`config.mk`:
```
export PLATFORM = sky130hd
export DESIGN_NAME = div_unit_flat
export DESIGN_NICKNAME = d
export VERILOG_FILES = /design/src/rtl/div_unit_if.sv /design/src/rtl/div_unit.sv /design/src/flat_wrapper.sv
export SDC_FILE = /design/constraint.sdc
export NUM_CORES = 1
export LEC_CHECK = 0
export CAP_MARGIN = 20
export CORE_ASPECT_RATIO = 1.5
export CORE_MARGIN = 2
export CORE_UTILIZATION = 24
export CTS_BUF_LIST = sky130_fd_sc_hd__clkbuf_8
export CTS_CLUSTER_DIAMETER = 120
export CTS_CLUSTER_SIZE = 16
export DETAILED_ROUTE_END_ITERATION = 12
export PLACE_DENSITY = 0.41
export SYNTH_ARGS = -nofsm -noshare
export SYNTH_HDL_FRONTEND = slang
export SYNTH_SLANG_ARGS = --single-unit
```
`constraint.sdc`:
```
create_clock -name clk -period 16.45 [get_ports clk]
set_clock_uncertainty 0.15 [all_clocks]
set_input_delay 2.4675 -clock clk [delete_from_list [all_inputs] [get_ports clk]]
set_output_delay 2.4675 -clock clk [all_outputs]
set_load 0.01 [all_outputs]
```
`src/rtl/div_unit_if.sv`:
```
// Request/response bundle between the execute-stage control path and the
// iterative divider.
interface div_unit_if #(
   parameter int XLEN = 32
);
   logic            start;
   logic [1:0]      op;
   logic [XLEN-1:0] a;
   logic [XLEN-1:0] b;
   logic            flush;
   logic            busy;
   logic            done;
   logic [XLEN-1:0] result;

   modport master (
      output start, op, a, b, flush,
      input  busy, done, result
   );

   modport slave (
      input  start, op, a, b, flush,
      output busy, done, result
   );
endinterface

```
`src/rtl/div_unit.sv`:
```
// Radix-2 restoring divider for DIV/DIVU/REM/REMU, one quotient bit per cycle.
//
// state | meaning
// IDLE  | waiting for start; operands latched on the accepting edge
// PREP  | sign flags, absolute values, special-case detection
// CALC  | XLEN shift/compare/subtract iterations
// FIN   | sign-correct and register result, pulse done
module div_unit #(
   parameter int XLEN = 32
) (
   input  logic       clk,
   input  logic       rst,
   div_unit_if.slave  bus
);
   localparam int CW = $clog2(XLEN);

   typedef enum logic [1:0] {IDLE, PREP, CALC, FIN} state_t;

   state_t          state;
   state_t          state_nx;
   logic [XLEN-1:0] a_r;
   logic [XLEN-1:0] b_r;
   logic [1:0]      op_r;
   logic            neg_q;
   logic            neg_r;
   logic            special;
   logic [XLEN-1:0] dvd;
   logic [XLEN-1:0] dsr;
   logic [XLEN-1:0] rem;
   logic [CW-1:0]   count;
   logic [XLEN-1:0] result_r;
   logic            done_r;

   logic            signed_op;
   logic            sign_a;
   logic            sign_b;
   logic            div0;
   logic            ovf;
   logic [XLEN:0]   trial;
   logic [XLEN:0]   diff;
   logic            take;

   assign signed_op = ~op_r[0];
   assign sign_a    = signed_op & a_r[XLEN-1];
   assign sign_b    = signed_op & b_r[XLEN-1];
   assign div0      = (b_r == '0);
   assign ovf       = signed_op && (a_r == {1'b1, {(XLEN-1){1'b0}}}) && (b_r == '1);

   // Partial remainder is kept one bit wider here so unsigned divisors with
   // the top bit set still compare correctly.
   assign trial = {rem, dvd[XLEN-1]};
   assign diff  = trial - {1'b0, dsr};
   assign take  = (trial >= {1'b0, dsr});

   always_ff @(posedge clk or posedge rst) begin
      if (rst) state <= IDLE;
      else     state <= state_nx;
   end

   always_comb begin
      state_nx = state;
      case (state)
         IDLE: if (bus.start) state_nx = PREP;
         PREP: state_nx = (div0 || ovf) ? FIN : CALC;
         CALC: if (count == CW'(XLEN-1)) state_nx = FIN;
         FIN:  state_nx = IDLE;
         default: state_nx = IDLE;
      endcase
      if (state != IDLE && bus.flush) state_nx = IDLE;
   end

   always_ff @(posedge clk or posedge rst) begin
      if (rst) begin
         a_r      <= '0;
         b_r      <= '0;
         op_r     <= '0;
         neg_q    <= 1'b0;
         neg_r    <= 1'b0;
         special  <= 1'b0;
         dvd      <= '0;
         dsr      <= '0;
         rem      <= '0;
         count    <= '0;
         result_r <= '0;
         done_r   <= 1'b0;
      end else begin
         done_r <= 1'b0;
         case (state)
            IDLE: begin
               if (bus.start) begin
                  a_r  <= bus.a;
                  b_r  <= bus.b;
                  op_r <= bus.op;
               end
            end
            PREP: begin
               neg_q   <= sign_a ^ sign_b;
               neg_r   <= sign_a;
               special <= div0 | ovf;
               dsr     <= sign_b ? -b_r : b_r;
               count   <= '0;
               // Special cases park their final quotient/remainder in dvd/rem.
               if (div0) begin
                  dvd <= '1;
                  rem <= a_r;
               end else if (ovf) begin
                  dvd <= {1'b1, {(XLEN-1){1'b0}}};
                  rem <= '0;
               end else begin
                  dvd <= sign_a ? -a_r : a_r;
                  rem <= '0;
               end
            end
            CALC: begin
               dvd   <= {dvd[XLEN-2:0], take};
               rem   <= take ? diff[XLEN-1:0] : trial[XLEN-1:0];
               count <= count + CW'(1);
            end
            FIN: begin
               if (!bus.flush) begin
                  done_r <= 1'b1;
                  if (op_r[1])
                     result_r <= (special || !neg_r) ? rem : -rem;
                  else
                     result_r <= (special || !neg_q) ? dvd : -dvd;
               end
            end
            default: ;
         endcase
      end
   end

   assign bus.busy   = (state != IDLE);
   assign bus.done   = done_r;
   assign bus.result = result_r;
endmodule

```
`src/flat_wrapper.sv`:
```
// flat-port wrapper written by rule: the top's interface ports become plain ports
module div_unit_flat 
#(
   parameter int XLEN = 32
)
  (clk, rst, bus_start, bus_op, bus_a, bus_b, bus_flush, bus_busy, bus_done, bus_result);
  div_unit_if #(.XLEN(XLEN)) bus_i ();
  input  logic clk;
  input  logic rst;
  input wire logic [$bits(bus_i.start)-1:0] bus_start;
  input wire logic [$bits(bus_i.op)-1:0] bus_op;
  input wire logic [$bits(bus_i.a)-1:0] bus_a;
  input wire logic [$bits(bus_i.b)-1:0] bus_b;
  input wire logic [$bits(bus_i.flush)-1:0] bus_flush;
  output wire logic [$bits(bus_i.busy)-1:0] bus_busy;
  output wire logic [$bits(bus_i.done)-1:0] bus_done;
  output wire logic [$bits(bus_i.result)-1:0] bus_result;
  assign bus_i.start = bus_start;
  assign bus_i.op = bus_op;
  assign bus_i.a = bus_a;
  assign bus_i.b = bus_b;
  assign bus_i.flush = bus_flush;
  assign bus_busy = bus_i.busy;
  assign bus_done = bus_i.done;
  assign bus_result = bus_i.result;
  div_unit #(.XLEN(XLEN)) u_core (.clk(clk), .rst(rst), .bus(bus_i));
endmodule
```
==> flow_summary.json, run 1 <==
{
  "status": "complete, no violations",
  "tightest_slew_ps": 1090,
  "holdBufCountCts": 0,
  "irDropWorstVdd_mv": 0.0950,
  "dp.cells": 2224,
  "synthCells": 1483,
  "grt_pass1_wl_um": 70800,
  "pwr-share-comb_pct": 61.0,
  "die_area_sq_um": 57600,
  "p_total_mw": 3.56,
  "cp-start-kind": "input port",
  "io_pins": 104,
  "ys.flop_type": "dfrtp_1",
  "cts_root_buf": "clkbuf_8",
  "io_buffers": 103,
  "synth_edf_count": 0,
  "syn_nets": 1597,
  "start_util_pct": 24.3,
  "p_leak_nw": 6.33,
  "crit_required_ps": 16880,
  "htreeDepth": 1,
  "cp.arrival_ps": 5140,
  "cts_resized": 0,
  "synth_seq_area_share_pct": 38.4,
  "dp_hpwl_um": 36100,
  "track_usage_pct": 16.0,
  "pwr-share-seq_pct": 31.4,
  "synthToLayoutAreaGrowth_pct": 14.9,
  "timing_hold_violations_final": 0,
  "coreArea_sq_um": 54900,
  "wire_per_inst_um": 20.6,
  "setup_tns_ps": 0,
  "finalSetupViolCount": 0,
  "dr.first_iter.drc_count": 547,
  "drv_slew": 0,
  "cts.sinks": 205,
  "cts_tree": "built",
  "place.gp.congestion": 0.903,
  "clock_power_share_pct": 7.6,
  "ff_latch_area_sq_um": 5130,
  "finalNetCount": 1662,
  "final_util_pct": 27.9,
  "routed_wl_um": 46300,
  "final_cells": 2245,
  "switchingPower_mw": 1.78,
  "syn_area_sq_um": 13400,
  "cp_max_fo": 73,
  "fp-row-count": 105,
  "cap_violations": 0,
  "vias": 11000,
  "clk_path_buf_depth": 3,
  "overflow": 0,
  "synth_cell_type_count": 79,
  "period_minus_slack_ps": 4710,
  "first_pass_iters": 5,
  "grt_max_degree": 74,
  "syn_avg_cell_area_sq_um": 9.01,
  "ys_warn_count": 0,
  "synthArstFlopShare_pct": 100,
  "drive_above_1_share_pct": 10.7,
  "ant_nets": 0,
  "swShare_pct": 49.8,
  "rr_worst_depth": 9,
  "end_kind": "async pin",
  "synth.ff_latch_count": 205,
  "fin_area_sq_um": 15300,
  "whs_path_depth": 2,
  "clk_latency_ps": 570,
  "post-cts-setup-buffer-count": 0,
  "placed_cell_area_sq_um": 15100,
  "die_width_um": 197,
  "finalCritPeriodShare_pct": 28.7,
  "cts_buffers": 16,
  "internal_power_mw": 1.79,
  "rsz0062_at_grt": "no",
  "drc_errors": 0,
  "fillers": 5932,
  "routed_via_density": 4.91,
  "clkTransAtPathRegs_ps": 110,
  "relSlewSlack_pct": 26.9,
  "antenna_found_initial": 2,
  "grt_pass1_vias": 11200,
  "hp-class": "register to register",
  "die_h_um": 293,
  "critPathKind": "input port to async pin",
  "power_density_nw_per_um2": 232,
  "multi_input_area_sq_um": 7640,
  "fmax_mhz": 212
}
state kept, by name, indices dropped and copies added (netlist names):
name               count
u_core.b_r            32
u_core.neg_r           1
u_core.state           2
u_core.special         1
u_core.bus.done        1
u_core.bus.result     32
u_core.rem            32
u_core.count           5
u_core.dvd            32
u_core.dsr            32
u_core.neg_q           1
u_core.op_r            2
u_core.a_r            32
cells in the mapped netlist (15+ instances only):
| cell | n | share of area (%) |
|---|---|---|
| o31ai_1 | 18 | 1.0 |
| dfrtp_1 | 205 | 38 |
| a21oi_1 | 141 | 5.3 |
| clkbuf_1 | 56 | 1.6 |
| xnor2_1 | 89 | 5.8 |
| inv_1 | 71 | 2.0 |
| ha_1 | 43 | 4.0 |
| nand2_1 | 131 | 3.7 |
| a21o_1 | 15 | 0.84 |
| xor2_1 | 57 | 3.7 |
| a31oi_1 | 21 | 0.98 |
| mux2i_1 | 18 | 1.3 |
| nand3_1 | 24 | 0.90 |
| mux2_2 | 86 | 7.2 |
| nor2_1 | 127 | 3.6 |
| nor3_1 | 32 | 1.2 |
| o21ai_0 | 107 | 4.0 |
stage by stage:
stage,hold WS (ps),setup WS (ps)
6_report,341,11740
5_1_grt,377,11320
4_1_cts,348,11610
3_5_place_dp,321,10970
3_3_place_gp,316,11010
2_1_floorplan,294,8240
power by group through the flow:
stage          Combinational [mW]  Sequential (mW)  Clock (mW)
2_1_floorplan                1.62            0.982           0
3_5_place_dp                 2.19             1.13           0
4_1_cts                      2.20             1.12       0.289
5_1_grt                      2.42             1.16       0.303
3_3_place_gp                 2.18             1.13           0
6_report                     2.17             1.12       0.271
cell type report:
type                       instances  area share (%)
tap                              695            5.67
clock inverter                     1          0.0326
multi-input combinational       1128            49.8
clock buffer                      17            1.52
antenna                            2          0.0326
sequential                       205            33.4
timing repair buffer             123            7.70
inverter                          74            1.86
worst paths after layout:
path	from	end	slack (ps)
worst min register to register	u_core.bus.result[10]	u_core.bus.result[10]	340
worst max-delay path	rst	u_core.bus.result[31]	11740
worst min-delay path	u_core.bus.result[10]	u_core.bus.result[10]	340
worst max register to register	u_core.rem[24]	u_core.rem[1]	12500
min in group asynchronous	rst	u_core.a_r[5]	2200
max in group clk	u_core.state[0]	bus_busy	11910
kinds of logic (layout without fill, tap and decap cells):
logic type               Yosys count  in the layout  share of synthesized area, %
adder cells (fa/ha/maj)           44             44                          4.18
flip-flops                       205            205                          38.4
other                              0              2                             0
AND/OR/NAND/NOR                  415            415                          15.0
buffers and inverters            150            215                          4.58
multiplexers                     105            105                          8.71
XOR/XNOR                         146            146                          9.57
AO/OA/AOI/OAI                    418            418                          19.5
layout by cell type (no fill, tap or decap), types with 11 or more instances in the layout:
cell,netlist,routed
a21oi_1,141,141
nor2b_1,14,13
ha_1,43,40
xnor2_1,89,89
clkdlybuf4s50_1,0,103
buf_4,6,20
a21o_1,15,15
nand2b_1,12,11
mux2i_1,18,18
inv_1,71,70
o21ai_0,107,107
o31ai_1,18,18
a221o_1,12,12
nor2_1,127,127
xor2_1,57,57
a31oi_1,21,21
nand3_1,24,24
o221ai_1,13,13
mux2_2,86,86
or3_1,14,14
nand2_1,131,130
clkbuf_8,0,17
nand4_1,14,14
nor3_1,32,32
dfrtp_1,205,205
layer usage:
metal	GRT usage, %	up-vias	wire length (um)
met5	0	-	0
met1	18.8	5343	19200
li1	-	5414	-
met3	1.46	58	1360
met4	6.31	0	1780
met2	29.6	216	23900
critical path: stages:
cell and delay, ps:
clkdlybuf4s50_1 490, inv_8 410, buf_4 780, buf_4 850
No activity file was read; power rests on OpenSTA's default activity.
==> run 2: changes to the inputs <==
--- a/config.mk
+++ b/config.mk
@@ -13,7 +13,7 @@
 export CTS_CLUSTER_DIAMETER = 120
 export CTS_CLUSTER_SIZE = 16
 export DETAILED_ROUTE_END_ITERATION = 12
-export PLACE_DENSITY = 0.41
+export PLACE_DENSITY = 0.42
 export SYNTH_ARGS = -nofsm -noshare
 export SYNTH_HDL_FRONTEND = slang
 export SYNTH_SLANG_ARGS = --single-unit
==> constraint.sdc (replaced) <==
create_clock -name clk -period 4 [get_ports clk]
set_clock_uncertainty 0.15 [all_clocks]
set_input_delay 0.6 -clock clk [delete_from_list [all_inputs] [get_ports clk]]
set_output_delay 0.6 -clock clk [all_outputs]
set_load 0.01 [all_outputs]
==> run 2 against run 1 <==
Effect of this change:
- first-iteration DRC count increased by 24%
- total power grew to 4.2 times the previous value
- global-route usage is 0.75 points higher
- non-clock buffer count is 20 higher
- clock power rose to 4.3 times the previous value
- register-to-register slack lost 12000 ps
- highest routed layer unchanged
==> flow_summary.json, run 2 (synthesis results as in run 1) <==
{
  "place.gp.congestion": 0.944,
  "clk_latency_ps": 570,
  "pwr-share-comb_pct": 62.1,
  "p_total_mw": 15.0,
  "power_density_nw_per_um2": 964,
  "cp.arrival_ps": 3770,
  "start_util_pct": 24.3,
  "cts_buffers": 16,
  "antenna_found_initial": 1,
  "io_pins": 104,
  "clock_power_share_pct": 7.8,
  "die_h_um": 293,
  "fillers": 5920,
  "cp-start-kind": "register",
  "ant_nets": 0,
  "end_kind": "register",
  "routed_via_density": 4.93,
  "drive_above_1_share_pct": 11.8,
  "cp_top_family": "compound AO/OA/AOI/OAI gates",
  "crit_buf_inv": 2,
  "pwr-share-seq_pct": 30.0,
  "grt_pass1_vias": 11600,
  "dr.first_iter.drc_count": 681,
  "reg2reg_from": "u_core.dvd[31]",
  "final_cells": 2265,
  "coreArea_sq_um": 54900,
  "grt_max_degree": 79,
  "synthToLayoutAreaGrowth_pct": 16.6,
  "critPathSlowestCell": "dfrtp_1",
  "vias": 11200,
  "relSlewSlack_pct": 43.7,
  "crit_chain": "inv_1 > ha_1 > inv_1 > fa_1 > a21oi_1 > o21ai_0 > a41oi_1 > o21a_1 > o2111ai_1 > a41oi_1 > xnor2_1 > mux2i_1 > a31oi_1",
  "worst_slack_ps": 582,
  "htreeDepth": 1,
  "layout_common_cells": "205 x dfrtp_1, 141 x a21oi_1, 130 x nand2_1, 127 x nor2_1, 107 x o21ai_0",
  "swShare_pct": 49.9,
  "path_depth": 13,
  "clkTransAtPathRegs_ps": 120,
  "crit_required_ps": 4350,
  "rr_worst_depth": 13,
  "clk_path_buf_depth": 3,
  "finalSetupViolCount": 0,
  "r2r_setup_slack_ps": 580,
  "switchingPower_mw": 7.48,
  "grt_pass1_wl_um": 73700,
  "cp_max_fo": 5,
  "fin_area_sq_um": 15600,
  "die_area_sq_um": 57600,
  "p_leak_nw": 6.46,
  "period_minus_slack_ps": 3420,
  "cts_tree": "built",
  "final_common_cell": "dfrtp_1",
  "drv_slew": 0,
  "overflow": 0,
  "cts_root_buf": "clkbuf_8",
  "critPathLaunch": "u_core.dvd[31]",
  "io_buffers": 103,
  "status": "complete, no violations",
  "dp_hpwl_um": 37300,
  "dp.cells": 2245,
  "internal_power_mw": 7.53,
  "max_stage_delay_ps": 430,
  "drc_errors": 0,
  "place_ws_ps": 610,
  "setup_tns_ps": 0,
  "first_pass_iters": 5,
  "placed_cell_area_sq_um": 15300,
  "finalNetCount": 1682,
  "irDropWorstVdd_mv": 0.405,
  "hp-class": "input port to async pin",
  "rsz0062_at_grt": "no",
  "critPathKind": "register to register",
  "cap_violations": 0,
  "multi_input_area_sq_um": 7640,
  "tightest_slew_ps": 842,
  "cts.sinks": 205,
  "fmax_mhz": 293,
  "cts_resized": 0,
  "track_usage_pct": 16.7,
  "finalCritPeriodShare_pct": 85.5,
  "wire_per_inst_um": 21.2,
  "holdBufCountCts": 0,
  "timing_hold_violations_final": 0,
  "fp-row-count": 105,
  "post-cts-setup-buffer-count": 0,
  "die_width_um": 197,
  "ff_latch_area_sq_um": 5130,
  "routed_wl_um": 47900
}
==> run 2: final timing paths <==
path                                              to
max in group asynchronous             u_core.dsr[18]
min in group clk                     u_core.count[3]
worst max register to register        u_core.rem[28]
worst max-delay path                  u_core.rem[28]
worst min register to register       u_core.count[3]
worst min-delay path            u_core.bus.result[2]
==> run 2: final cells by class <==
| cell class | instances | area share [%] |
|---|---|---|
| clock buffers | 18 | 1.59 |
| flip-flops and latches | 205 | 32.9 |
| well taps | 695 | 5.58 |
| diodes | 1 | 0.0161 |
| repair buffers | 143 | 9.03 |
| multi-input cells | 1128 | 49.0 |
| inverters | 74 | 1.81 |
| clock inverters | 1 | 0.0241 |
==> run 2: power groups by stage <==
stage	clock (mW)	combinational (mW)	sequential, mW
2_1_floorplan	0	6.66	4.04
3_3_place_gp	0	9.34	4.53
3_5_place_dp	0	9.37	4.56
4_1_cts	1.26	9.40	4.51
5_1_grt	1.30	10.3	4.66
6_report	1.17	9.33	4.51
==> run 2: per-layer routing <==
| metal | GRT usage (%) | up-vias | wire length (um) |
|---|---|---|---|
| met1 | 19.7 | 5422 | 20000 |
| met5 | 0 | - | 0 |
| li1 | - | 5448 | - |
| met2 | 31.3 | 243 | 24900 |
| met4 | 5.87 | 0 | 1580 |
| met3 | 1.56 | 56 | 1520 |
==> run 2: worst reg2reg max path: cells and delay by family (launching register included) <==
kind                       cells  cell delay (ps)
adders and majority gates      2              610
AOI/OAI and AO/OA              7             1680
buffers and inverters          2              260
muxes                          1               90
DFF                            1              430
xor gates and xnor gates       1              150
==> run 2: through the flow <==
stage                     hold slack (ps)  util [%]
final                                 328      28.4
after global routing                  349      28.4
after CTS                             314      28.4
after detailed placement              314      27.9
after global placement                319      27.9
after floorplan                       294         -
